[src/rtl/alu_seq_ctrl.sv]
// alu_seq_ctrl: command sequencer wrapped around an external combinational ALU.
// Holds an 8 x 8-bit register file and accepts one command at a time. It iterates
// the ALU rep+1 times, writes the result back and returns it on a response handshake.
module alu_seq_ctrl (
  input  logic       clk,
  input  logic       rst_n,
  input  logic       cmd_valid,
  output logic       cmd_ready,
  input  logic [3:0] cmd_op,
  input  logic [2:0] cmd_rd,
  input  logic [2:0] cmd_rs,
  input  logic [2:0] cmd_rt,
  input  logic       cmd_imm_en,
  input  logic [7:0] cmd_imm,
  input  logic [2:0] cmd_rep,
  output logic [3:0] alu_ctrl,
  output logic [7:0] alu_x,
  output logic [7:0] alu_y,
  input  logic [7:0] alu_out,
  input  logic       alu_carry,
  output logic       rsp_valid,
  input  logic       rsp_ready,
  output logic [7:0] rsp_data,
  output logic       rsp_carry,
  output logic [2:0] rsp_rd,
  input  logic [2:0] dbg_addr,
  output logic [7:0] dbg_data
);

  localparam int unsigned DW   = 8;
  localparam int unsigned AW   = 3;
  localparam int unsigned NREG = 8;
  localparam int unsigned OPW  = 4;
  localparam int unsigned REPW = 3;

  localparam logic [OPW-1:0] OP_ADD  = 4'b0000;
  localparam logic [OPW-1:0] OP_SUB  = 4'b0001;
  localparam logic [OPW-1:0] OP_LOAD = 4'b1111;

  typedef enum logic [1:0] {
    S_IDLE = 2'd0,
    S_EXEC = 2'd1,
    S_RESP = 2'd2
  } state_t;

  state_t          r_state;
  logic [DW-1:0]   r_regs [NREG];
  logic [OPW-1:0]  r_op;
  logic [AW-1:0]   r_rd;
  logic [REPW-1:0] r_rep;
  logic [REPW-1:0] r_iter;
  logic [DW-1:0]   r_opy;
  logic            r_carry_acc;
  // r_alu_x doubles as the accumulator: it is the value fed to the ALU each iteration.
  logic [OPW-1:0]  r_alu_ctrl;
  logic [DW-1:0]   r_alu_x;
  logic [DW-1:0]   r_alu_y;
  logic            r_rsp_valid;
  logic [DW-1:0]   r_rsp_data;
  logic            r_rsp_carry;
  logic [AW-1:0]   r_rsp_rd;

  logic            w_accept;
  logic            w_cmd_is_load;
  logic [DW-1:0]   w_opy;
  logic            w_is_addsub;
  logic            w_carry_next;
  logic            w_last;

  // Command decode and per-iteration helpers
  assign cmd_ready     = rst_n & (r_state == S_IDLE);
  assign w_accept      = cmd_valid & cmd_ready;
  assign w_cmd_is_load = (cmd_op == OP_LOAD);
  // LOAD carries its data in cmd_imm regardless of imm_en
  assign w_opy         = (cmd_imm_en | w_cmd_is_load) ? cmd_imm : r_regs[cmd_rt];
  // alu_carry is only meaningful for add/sub
  assign w_is_addsub   = (r_op == OP_ADD) | (r_op == OP_SUB);
  assign w_carry_next  = r_carry_acc | (alu_carry & w_is_addsub);
  assign w_last        = (r_iter == r_rep);

  // Sequencer FSM, register file and registered ALU/response outputs
  always_ff @(posedge clk) begin
    if (!rst_n) begin
      r_state     <= S_IDLE;
      for (int i = 0; i < NREG; i++) r_regs[i] <= '0;
      r_op        <= OP_LOAD;
      r_rd        <= '0;
      r_rep       <= '0;
      r_iter      <= '0;
      r_opy       <= '0;
      r_carry_acc <= 1'b0;
      r_alu_ctrl  <= OP_LOAD;
      r_alu_x     <= '0;
      r_alu_y     <= '0;
      r_rsp_valid <= 1'b0;
      r_rsp_data  <= '0;
      r_rsp_carry <= 1'b0;
      r_rsp_rd    <= '0;
    end else begin
      case (r_state)
        S_IDLE: begin
          if (w_accept) begin
            r_op        <= cmd_op;
            r_rd        <= cmd_rd;
            r_rep       <= cmd_rep;
            r_iter      <= '0;
            r_opy       <= w_opy;
            r_carry_acc <= 1'b0;
            r_state     <= S_EXEC;
            if (!w_cmd_is_load) begin
              r_alu_ctrl <= cmd_op;
              r_alu_x    <= r_regs[cmd_rs];
              r_alu_y    <= w_opy;
            end
          end
        end
        S_EXEC: begin
          if (r_op == OP_LOAD) begin
            r_regs[r_rd] <= r_opy;
            r_rsp_data   <= r_opy;
            r_rsp_carry  <= 1'b0;
            r_rsp_rd     <= r_rd;
            r_rsp_valid  <= 1'b1;
            r_state      <= S_RESP;
          end else begin
            r_carry_acc <= w_carry_next;
            if (w_last) begin
              r_regs[r_rd] <= alu_out;
              r_rsp_data   <= alu_out;
              r_rsp_carry  <= w_carry_next;
              r_rsp_rd     <= r_rd;
              r_rsp_valid  <= 1'b1;
              r_alu_ctrl   <= OP_LOAD;
              r_alu_x      <= '0;
              r_alu_y      <= '0;
              r_state      <= S_RESP;
            end else begin
              r_iter  <= r_iter + REPW'(1);
              r_alu_x <= alu_out;
            end
          end
        end
        S_RESP: begin
          if (rsp_ready) begin
            r_rsp_valid <= 1'b0;
            r_state     <= S_IDLE;
          end
        end
        default: r_state <= S_IDLE;
      endcase
    end
  end

  assign alu_ctrl  = r_alu_ctrl;
  assign alu_x     = r_alu_x;
  assign alu_y     = r_alu_y;
  assign rsp_valid = r_rsp_valid;
  assign rsp_data  = r_rsp_data;
  assign rsp_carry = r_rsp_carry;
  assign rsp_rd    = r_rsp_rd;
  assign dbg_data  = r_regs[dbg_addr];

endmodule

[config.mk]
export PLATFORM = sky130hd
export DESIGN_NAME = alu_seq_ctrl
export DESIGN_NICKNAME = d
export VERILOG_FILES = /design/src/rtl/alu_seq_ctrl.sv
export SDC_FILE = /design/constraint.sdc
export NUM_CORES = 1
export LEC_CHECK = 0
export ABC_AREA = 1
export CORE_ASPECT_RATIO = 1.4
export CORE_MARGIN = 2
export CORE_UTILIZATION = 40
export CTS_CLUSTER_SIZE = 10
export DETAILED_ROUTE_END_ITERATION = 6
export HOLD_SLACK_MARGIN = 0.05
export PLACE_DENSITY = 0.68
export SLEW_MARGIN = 20
export SYNTH_ARGS = -nofsm -noshare
export SYNTH_HDL_FRONTEND = slang
export SYNTH_SLANG_ARGS = --single-unit
[constraint.sdc]
create_clock -name clk -period 4 [get_ports clk]
set_input_delay 0.4 -clock clk [delete_from_list [all_inputs] [get_ports clk]]
set_output_delay 0.4 -clock clk [all_outputs]
set_load 0.01 [all_outputs]
Word level (Yosys, flattened, before mapping)
Memories as Yosys holds them, arrays and structs flattened.
Cells that the tools add are included.
- register bits after elaboration: 57
- bits in latches: 0
- RAM bits: 64
- bits in read-only memories: 0
- logic and storage cells: 102
- memories kept: 1
- add/subtract/negate cells: 1
- multiply operators: 0
- div/mod/pow operators: 0
- $lt $le $gt $ge: 0
- equality and inequality tests: 13
- shift-type cells: 0
- multiplexer cells: 52
- bitwise logic cells: 7
- reduce and logical (&&, ||, !) cells: 14
- memory list (name ; depth ; width ; rd ports ; clocked after Yosys merged registers in ; write ports ; RTL line ; RTL):
    r_regs ; 8 ; 8 ; 3 ; 0 ; 8 ; 47 ; logic [DW-1:0] r_regs [NREG];
- operator list (operator ; number):
    2-to-1 mux 8 bit ; 13
    one-hot mux 8 bit (2 select lines) ; 2
    2-to-1 mux 1 bit ; 18
    2-to-1 mux 3 bit ; 6
    2-to-1 mux 4 bit ; 4
    != test 2 bit, second input constant ; 6
    AND reduction 3 bit ; 3
    equality test 4 bit, second input constant ; 2
    2-to-1 mux 2 bit ; 4
    one-hot mux 4 bit (2 select lines) ; 1
    AND reduction 4 bit ; 2
    OR reduction 8 bit ; 1
    one-hot mux 2 bit (3 select lines) ; 1
    one-hot mux 3 bit (2 select lines) ; 1
    nonzero test 2 bit ; 3
    AND reduction 5 bit ; 1
    equality test 4 x 1 -> 1 bit, second input constant ; 1
    zero test 4 bit ; 1
    OR 1 bit ; 4
    one-hot mux 1 bit (2 select lines) ; 2
    AND reduction 2 bit ; 2
    adder 3 x 1 -> 3 bit, second input constant ; 1
    bitwise AND 1 bit ; 3
    equality test 3 bit ; 1
    4 further kinds ; 4

Logic depth before layout (Yosys ltp)
- word-level depth: 9
- mapped depth: 10

Worst setup path after synthesis
OpenSTA, ideal clock, no wires.
- path kind: input-to-output
- start point: in dbg_addr[1]
- end point: out dbg_data[5]
- arrival time: 1.365 ns
- path slack: 2.235 ns
- stages on the path: 8
- buffers on the path: 2
- cell sequence: buf_2 -> inv_1 -> clkbuf_1 -> a21oi_1 -> o21ai_0 -> nand2_1 -> nor2_1 -> a31oi_1
- word-level cells in the longest chain between the ends: 1
- RTL lines (what ; RTL line ; RTL):
    start: declaration ; 26 ; input logic [2:0] dbg_addr,
    memory (8 x 8 bit) ; -- ;
    end: declaration ; 27 ; output logic [7:0] dbg_data
Every way passes these cells.

Final worst setup path
- start point: in dbg_addr[0]
- end point: out dbg_data[3]
Same word-level chain as after synthesis.

==> results.md <==
- Detailed-route wire length per cell: 17.5 microns
- Cells after Synth: 894
- Routed vias: 6276
- Worst slew margin: 0.389
- Final core utilization: 0.498
- Hold endpoint: r_rep[1]$_SDFFE_PN0P_
- Share of layout cells above drive strength 1: 0.0788
- Area growth syn-to-layout: 23.5%
- CP max FO: 33
- Ys async rst share: 0
- Ys flop type: edfxtp_1
- Core box area: 16600 sq um
- Num CTS Buffers: 17
- DP Wirelength: 15700 microns
- First-pass GRT wire length: 31900 microns
- Final Slew Violations: 0
- Full die area: 17800 sq um
- Synthesis Warnings: 0
- Clock latency on the worst-skew pair: 0.42 ns
- GPL Wtd Cong: 0.963
- Initial antenna violation count: 0
- Antenna Nets Post-Route: 0
- Type of origin of the critical path: primary input
- Fillers: 1591
- Die width: 113 microns
- P_int: 3140 uW
- Post-CTS Hold Fix Bufs: 0
- Critical path required time: 3.60 ns
- Ports: 83
- Reg2reg path depth: 7
- Post-synthesis cell area: 6700 sq um
- Grt total ovfl: 0
- Synthesis-stage register bit count: 121
- # setup viols final: 0
- Worst R2R Start: r_state[1]$_SDFFE_PN0P_
- Worst-path clk slew: 0.05 ns
- Max frequency: 0.317 GHz
- # DRC: 0
- Combinational share of power: 0.273
- Sw Pwr: 1500 uW
- Part of the power in registers: 0.350
- Min Tclk post-route: 3.16 ns
- 1st-pass router iterations: 7
- Final #Nets: 994
- CTS tree: done
- H-Tree Depth: 4
- IO Port Bufs: 82
- Worst Setup End Kind: output port
- Crit path DAT: 2.76 ns
- Post-synthesis sequential area ratio: 0.457
- Number of global-route vias before repair: 5805
- Setup TNS: 0 ns
- Root buf cell: clkbuf_16
- Hold Path Stages: 2
- Final Hold Slack: 0.467 ns
- Crit path kind: in2out
- Worst Min Path Start: r_rep[1]$_SDFFE_PN0P_
- Reg-to-Reg End: r_regs[3][0]$_SDFFCE_PN0P_
- Detailed Route Iter0 Violations: 498
- DR vias/cell: 5.37
- Placed inst area: 7600 sq um
- Layout Cell Area excl Fill: 8270 sq um
- Clk_skew: 0.00825 ns
- Worst Hold Class: reg2reg
- PD cells: 561 nW/um^2
- # rows: 56
- Sw Share: 0.323
- Starting Density: 0.403
- Final wirelength: 20400 microns
- Clock tree sinks: 121
- Max-cap viol count: 0
- Clock share of power: 0.377
- Worst Tran Pin Value: 0.916 ns
- Yosys cell types: 29
- Ant. Diodes: 0
- Static Leak: 0.00339 uW
- Gr usage total: 0.236
- Final Hold Vio Count: 0
- Syn nets: 936
- R2r setup slk: 1.53 ns
- Post-synth EDFFs: 64
- Clock Path Buffers: 2
- Largest net degree at the start of global routing: 65
- Worst vdd ir: 386 uV
- Period Utilization, post-route: 0.789
- Post-CTS Resized: 0
- Outcome: completed
- Avg Cell Area, Syn: 7.49 sq um
- Die height: 157 microns
- RSZ-0062 raised after global routing: false
- Setup bufs post-CTS: 0
==> critical path: stages <==
cell and delay [ns]:
clkdlybuf4s50_1 0.46, buf_4 0.28, inv_1 0.40, a21oi_1 0.22
o21ai_0 0.09, nand2_1 0.10, nor2_1 0.04, a31oi_1 0.18
clkdlybuf4s50_1 0.57
==> worst max path at each step <==
stage	from	endpoint
floorplan	dbg_addr[1]	dbg_data[5]
global placement	dbg_addr[0]	dbg_data[0]
detailed placement	dbg_addr[0]	dbg_data[3]
CTS	dbg_addr[0]	dbg_data[3]
global route	dbg_addr[0]	dbg_data[4]
finish	dbg_addr[0]	dbg_data[3]
==> layout make-up <==
| type | instances | area [sq um] | area share |
|---|---|---|---|
| clock buffer | 18 | 429 | 0.0519 |
| clock inverter | 14 | 245 | 0.0297 |
| tap | 203 | 254 | 0.0307 |
| inverter | 99 | 372 | 0.0449 |
| multi-input combinational | 626 | 3060 | 0.370 |
| timing repair buffer | 87 | 848 | 0.103 |
| sequential | 121 | 3060 | 0.370 |
==> Yosys cell counts (2+ instances only) <==
cell type,count,area [sq um]
xnor2_1,2,17.5
edfxtp_1,64,1920
nand4_1,2,12.5
a31oi_1,24,150
a31o_2,4,35.0
buf_4,2,15.0
buf_2,7,35.0
nand2_1,172,646
clkbuf_1,37,139
nor2_8,2,40.0
inv_2,5,18.8
o211ai_1,16,120
a21oi_1,72,360
nand3_1,84,420
o21ai_4,8,130
inv_1,93,349
nand2_4,5,56.3
nor2_1,122,458
o21ai_0,96,480
dfxtp_1,57,1140
nand2_2,10,62.6
nor2_4,3,33.8
==> power by group through the flow <==
| stage | Combinational [uW] | Sequential (uW) | Clock, uW |
|---|---|---|---|
| global placement | 1260 | 1650 | 0 |
| global route | 1400 | 1640 | 1810 |
| floorplan | 737 | 1650 | 0 |
| CTS | 1280 | 1620 | 1750 |
| detailed placement | 1270 | 1640 | 0 |
| finish | 1270 | 1620 | 1750 |
==> cell usage in the layout, fill, tap and decap left out, drive strengths merged <==
cell,instances
nand2,187
nor2,127
o21ai,105
inv,100
nand3,84
clkdlybuf4s50,80
a21oi,72
edfxtp,64
dfxtp,57
a31oi,24
clkbuf,18
o211ai,16
buf,7
bufinv,6
a31o,4
clkinvlp,4
nand4,3
clkinv,3
xnor2,2
nor3,1
ha,1
==> metrics by stage <==
stage	cells	setup slack (ns)	total power (uW)
floorplan	894	2.23	2390
global placement	1136	0.922	2900
detailed placement	1136	0.893	2910
CTS	1168	0.891	4650
global route	1168	0.622	4850
finish	1168	0.845	4640
==> sequential cells by signal, summed over array words and instances, names as in the netlist, 4 cells and up <==
register and count:
alu_ctrl 4, alu_x 8, alu_y 8, r_op 4, r_opy 8, r_regs 64, rsp_data 8
==> per-layer routing <==
layer	GRT usage	wire length [microns]
met1	0.285	8230
met2	0.389	9650
met3	0.0439	1370
met4	0.145	1200
met5	0	0
==> logic make-up (layout without fill, tap and decap cells) <==
| logic type | Yosys count | after routing | share of synthesized area |
|---|---|---|---|
| AND/OR/NAND/NOR | 402 | 402 | 0.261 |
| AO/OA/AOI/OAI | 221 | 221 | 0.191 |
| buffers and inverters | 147 | 218 | 0.0859 |
| flip-flops | 121 | 121 | 0.457 |
| XOR/XNOR | 2 | 2 | 0.00262 |
| adder cells (fa/ha/maj) | 1 | 1 | 0.00187 |
No activity file was read; power rests on OpenSTA's default activity.
